--- src/rtl/mem_pkg.sv ---
// Shared memory-side types: arbiter states, port select, and the byte-merge helper.
// RMW states exist only when MEM_ARB_RMW_EN is defined.
package mem_pkg;

  typedef enum logic [2:0] {
    ST_IDLE,
    ST_REQ,
    ST_REL
`ifdef MEM_ARB_RMW_EN
    , ST_RMW_RD
    , ST_RMW_REL
    , ST_RMW_WR
`endif
  } arb_state_t;

  typedef enum logic {
    PORT_IF,
    PORT_DM
  } port_sel_t;

  // Bytes of new_word where be is set, bytes of old_word elsewhere.
  function automatic logic [31:0] byte_merge(input logic [31:0] new_word,
                                             input logic [31:0] old_word,
                                             input logic [3:0]  be);
    logic [31:0] res;
    for (int i = 0; i < 4; i++)
      res[i*8 +: 8] = be[i] ? new_word[i*8 +: 8] : old_word[i*8 +: 8];
    return res;
  endfunction

endpackage

--- src/rtl/mem_byte_merge.sv ---
// Combinational 32-bit byte merge under a 4-bit enable; used by the RMW write path.
module mem_byte_merge
  import mem_pkg::*;
(
  input  logic [31:0] new_word,
  input  logic [31:0] old_word,
  input  logic [3:0]  be,
  output logic [31:0] merged
);

  assign merged = byte_merge(new_word, old_word, be);

endmodule

--- src/rtl/mem_req_arbiter.sv ---
// Two-port (fetch / data) arbiter onto a single req/ack memory bus.
// Define MEM_ARB_RMW_EN to turn partial-byte writes into read-modify-write sequences.
//
// state      | meaning
// IDLE       | sample requests, grant one, register address/data
// REQ        | ren or wen held until ack
// REL        | strobes low, wait for ack to drop
// RMW_RD     | read old word for a partial write
// RMW_REL    | wait for ack to drop between read and write
// RMW_WR     | write merged word
module mem_req_arbiter
  import mem_pkg::*;
#(
  parameter int DM_BURST_MAX = 4
) (
  input  logic        clk,
  input  logic        rst,
  input  logic        if_req,
  input  logic [31:0] if_addr,
  output logic        if_done,
  output logic [31:0] if_rdata,
  input  logic        dm_ren,
  input  logic        dm_wen,
  input  logic [31:0] dm_addr,
  input  logic [31:0] dm_wdata,
  input  logic [3:0]  dm_be,
  output logic        dm_done,
  output logic [31:0] dm_rdata,
  output logic [31:0] addr,
  output logic [31:0] data_i,
  output logic        ren,
  output logic        wen,
  input  logic        ack,
  input  logic [31:0] data_o
);

  localparam int CW = $clog2(DM_BURST_MAX + 1);

  arb_state_t     state, state_nxt;
  port_sel_t      sel_q;
  logic           wr_q;
  logic [CW-1:0]  burst_cnt;
  logic           dm_pend, if_win, dm_win;

  assign dm_pend = dm_ren | dm_wen;
  assign if_win  = if_req && (!dm_pend || burst_cnt >= CW'(DM_BURST_MAX));
  assign dm_win  = dm_pend && !if_win;

`ifdef MEM_ARB_RMW_EN
  logic [3:0]  be_q;
  logic [31:0] merged;

  mem_byte_merge u_merge (
    .new_word (data_i),
    .old_word (data_o),
    .be       (be_q),
    .merged   (merged)
  );
`else
  logic unused_be;
  assign unused_be = ^dm_be;
`endif

  always_comb begin
    state_nxt = state;
    ren       = 1'b0;
    wen       = 1'b0;
    case (state)
      ST_IDLE: begin
        if (if_win) state_nxt = ST_REQ;
        else if (dm_win) begin
          state_nxt = ST_REQ;
`ifdef MEM_ARB_RMW_EN
          // Both strobes high is a read, so only a pure write can need RMW.
          if (dm_wen && !dm_ren && dm_be != 4'hF)
            state_nxt = (dm_be == 4'h0) ? ST_REL : ST_RMW_RD;
`endif
        end
      end
      ST_REQ: begin
        ren = !wr_q;
        wen = wr_q;
        if (ack) state_nxt = ST_REL;
      end
      ST_REL: if (!ack) state_nxt = ST_IDLE;
`ifdef MEM_ARB_RMW_EN
      ST_RMW_RD: begin
        ren = 1'b1;
        if (ack) state_nxt = ST_RMW_REL;
      end
      ST_RMW_REL: if (!ack) state_nxt = ST_RMW_WR;
      ST_RMW_WR: begin
        wen = 1'b1;
        if (ack) state_nxt = ST_REL;
      end
`endif
      default: state_nxt = ST_IDLE;
    endcase
  end

  always_ff @(posedge clk or posedge rst) begin
    if (rst) begin
      state     <= ST_IDLE;
      sel_q     <= PORT_IF;
      wr_q      <= 1'b0;
      burst_cnt <= '0;
      addr      <= '0;
      data_i    <= '0;
      if_rdata  <= '0;
      dm_rdata  <= '0;
      if_done   <= 1'b0;
      dm_done   <= 1'b0;
`ifdef MEM_ARB_RMW_EN
      be_q      <= '0;
`endif
    end else begin
      state   <= state_nxt;
      if_done <= 1'b0;
      dm_done <= 1'b0;
      case (state)
        ST_IDLE: begin
          if (if_win) begin
            sel_q     <= PORT_IF;
            wr_q      <= 1'b0;
            addr      <= if_addr;
            burst_cnt <= '0;
          end else if (dm_win) begin
            sel_q  <= PORT_DM;
            wr_q   <= !dm_ren;
            addr   <= dm_addr;
            data_i <= dm_wdata;
            if (burst_cnt < CW'(DM_BURST_MAX)) burst_cnt <= burst_cnt + 1'b1;
`ifdef MEM_ARB_RMW_EN
            be_q <= dm_be;
            if (!dm_ren && dm_be == 4'h0) dm_done <= 1'b1;
`endif
          end
        end
        ST_REQ: begin
          if (ack) begin
            if (sel_q == PORT_IF) begin
              if_done  <= 1'b1;
              if_rdata <= data_o;
            end else begin
              dm_done <= 1'b1;
              if (!wr_q) dm_rdata <= data_o;
            end
          end
        end
`ifdef MEM_ARB_RMW_EN
        ST_RMW_RD: if (ack) data_i <= merged;
        ST_RMW_WR: if (ack) dm_done <= 1'b1;
`endif
        default: ;
      endcase
    end
  end

endmodule

--- config.mk ---
export PLATFORM = sky130hd
export DESIGN_NAME = mem_req_arbiter
export DESIGN_NICKNAME = d
export VERILOG_FILES = /design/src/rtl/mem_pkg.sv /design/src/rtl/mem_byte_merge.sv /design/src/rtl/mem_req_arbiter.sv
export SDC_FILE = /design/constraint.sdc
export NUM_CORES = 1
export LEC_CHECK = 0
export ABC_AREA = 1
export ABC_CLOCK_PERIOD_IN_PS = 4300
export BUFFER_PORTS_ARGS = -buffer_cell sky130_fd_sc_hd__buf_2
export CORE_ASPECT_RATIO = 0.75
export CORE_MARGIN = 4
export CORE_UTILIZATION = 43
export CTS_CLUSTER_DIAMETER = 50
export DETAILED_ROUTE_END_ITERATION = 6
export GPL_ROUTABILITY_DRIVEN = 0
export PLACE_DENSITY = 0.77
export SETUP_SLACK_MARGIN = 0.5
export SLEW_MARGIN = 15
export SYNTH_ARGS = -nofsm -noshare
export SYNTH_HDL_FRONTEND = slang
export SYNTH_SLANG_ARGS = --single-unit
export TNS_END_PERCENT = 10
--- constraint.sdc ---
create_clock -name clk -period 4.3 [get_ports clk]
set_input_delay 0.43 -clock clk [delete_from_list [all_inputs] [get_ports clk]]
set_output_delay 0.43 -clock clk [all_outputs]
set_load 0.005 [all_outputs]
==> run metrics <==
status finished clean; internal reg-to-reg setup slack 1930 ps; Worst slew margin 0.443; Yosys cell types 20; mapped cell area 0.00609 mm²; # port buffers ~270; commonest non-fill, non-tap cells in the layout buf_2, nand2_1, dfrtp_1, inv_1, nand3_1; die width between 100 and 150 µm; CP Launch Type flip-flop; Max Freq ~420 MHz; H-tree depth 4; antenna-violating nets left 0; Data arrival, critical path 2680 ps; Synth Register Bits 137; Hold Path Class in2reg; diode count 0; Critical-path top delay cell nand2_2; Max VDD drop between 0.3 and 0.4 mV; mux contribution to synthesized area 0; endpoint class of the critical path flip-flop; RSZ-0062 raised after global routing no; post-synthesis average cell area around 8.7 µm²; routed wire length 15.7 mm; P_leak 4.74 nW; Total Routing Usage GR 0.193; Clk Latency, worst-skew pair 400 ps; final worst-path cycle share 0.552; Syn Nets between 800 and 900; Num CTS Buffers 17; TritonRoute pass-1 iters 5; gr ovfl total 0; DRC Markers 0; antenna violations before repair 2; Final Setup Violations 0; die height 111 µm; Starting Density 0.441; crit path launch state[1]$_DFFE_PP0P_; PostCTS Resize Cnt 0; WP data required 4610 ps; main combinational cell family by area after synthesis simple AND/OR/NAND/NOR gates; DR iter-0 viols 298; worst path cell trace nor2_2 > nand2_1 > nand2_2 > nand2_2 > o21ai_0; Synth Area in Compound Gates 0.0785; wire per inst 13.7 µm; layout cells sized above 1 0.354; crit path max fanout 38; register area share after synthesis 0.563; Synth Area in Adders 0.00205; Sink Count roughly 140; io pins 270; Die Area 0.0161 mm²; vias 5301; Gate Count Post-Synth 703; Detailed Place HPWL 11.1 mm; R2R Path End wr_q$_DFFE_PP0P_; worst-case clock buffer depth 2; reg2reg start state[1]$_DFFE_PP0P_; Synth Area in XOR/XNOR 0.00144; Fin Setup TNS 0 ps; max capacitance violation total 0; worst-case reg-to-reg path depth 5; Yosys Warn Count 0; count of pins over their slew limit 0; Area Growth Syn to Fin 30.6%; final hold violation count 0; commonest non-fill, non-tap cell in the layout buf_2; core footprint 0.0138 mm²; CTS Root Cell clkbuf_16; Slew @ Worst Pin 836 ps; pin count of the biggest net entering global routing 68; first-pass GRT wire length 25.7 mm; cell mode on critical path nand2_2; Power Density 710 mW/mm²; # nets final 1093; post-DR vias/cell approximately 4.7; CP endpoint wr_q$_DFFE_PP0P_; vias in the first global route slightly above 5k; TritonCTS clock tree done; crit path time final between 2000 and 2500 ps; CP max stage delay 630 ps; Clock Skews 6.75 ps; clock-pin slew on the worst setup and hold paths 60 ps; simple-gate share of the synthesized area 0.237; Post-CTS Setup Bufs 0; row cnt 37; Util after Layout 0.576; WS Path Type reg2reg
[worst max-delay path: cells and delay by family (launching register included)]
kind | cells | cell delay [ps]
and+or+nand+nor | 4 | 1480
AOI/OAI and AO/OA | 1 | 320
DFF | 1 | 450
[kinds of logic (layout without fill, tap and decap cells)]
| logic type | after synthesis | count (layout) |
|---|---|---|
| adder cells (fa/ha/maj) | 1 | 1 |
| AND/OR/NAND/NOR | 343 | 343 |
| XOR/XNOR | 1 | 1 |
| AO/OA/AOI/OAI | 73 | 73 |
| buffers and inverters | 148 | 409 |
| flip-flops | 137 | 137 |
[cells in the mapped netlist, drive strengths merged]
master,number,area share
dfrtp,137,0.56
buf,35,0.048
o21ai,72,0.078
xor2,1,0.0014
nor2,3,0.0023
ha,1,0.0021
nor3,1,0.0027
nand2,239,0.15
inv,108,0.067
nand3,100,0.082
clkbuf,5,0.0031
a21oi,1,0.00082
[registers in the layout, indices dropped and copies added (netlist names)]
register and cells:
if_rdata 32, burst_cnt 3, dm_rdata 32, wr_q 1, sel_q 1, state 2
dm_done 1, if_done 1, data_i 32, addr 32
[per-stage QoR]
step / setup slack [ps] / cells / power (mW) / hold slack (ps) / area, µm²
after floorplan: 2160 / 703 / 3.47 / 457 / 6090
after global placement: 1510 / 1109 / 4.24 / 400 / 7380
after detailed placement: 1520 / 1109 / 4.31 / 398 / 7380
after CTS: 1900 / 1139 / 5.72 / 244 / 7950
after global routing: 1600 / 1139 / 6.10 / 245 / 7950
final: 1930 / 1139 / 5.64 / 264 / 7950
[per-layer routing]
metal / track usage / wire length (µm) / vias up
met5: 0 / 20 / -
met4: 0.0607 / 244 / 4
met3: 0.0548 / 912 / 18
met2: 0.308 / 7490 / 163
met1: 0.257 / 6990 / 2450
li1: - / - / 2666
[worst min-delay path by stage]
stage | end | slack, ps | cells after the start | startpoint
after floorplan | burst_cnt[1]$_DFFE_PP0P_ | 460 | 2 | burst_cnt[1]$_DFFE_PP0P_
after global placement | data_i[0]$_DFFE_PP0P_ | 400 | 2 | rst
after detailed placement | data_i[0]$_DFFE_PP0P_ | 400 | 2 | rst
after CTS | state[0]$_DFFE_PP0P_ | 240 | 2 | ack
after global routing | state[0]$_DFFE_PP0P_ | 250 | 2 | ack
final | state[0]$_DFFE_PP0P_ | 260 | 2 | ack
[what timing repair did]
action / CTS / global route
hold endpoints to repair: 12 / 0
hold buffers: 1 / 0
endpoints found under the setup margin: 0 / 0
[power breakdown]
part | internal (mW) | total, mW | leakage (nW) | switching [mW]
registers | 1.90 | 2.23 | 1.70 | 0.328
logic | 0.843 | 2.03 | 2.77 | 1.18
clock network | 0.860 | 1.39 | 0.266 | 0.532
[layout make-up]
class	instances	area [µm²]
sequential	137	3430
timing repair buffer	272	1380
clock inverter	11	126
tap	175	219
fill	1248	5840
inverter	108	409
multi-input combinational	418	1950
clock buffer	18	439
No activity file was read; power rests on OpenSTA's default activity.
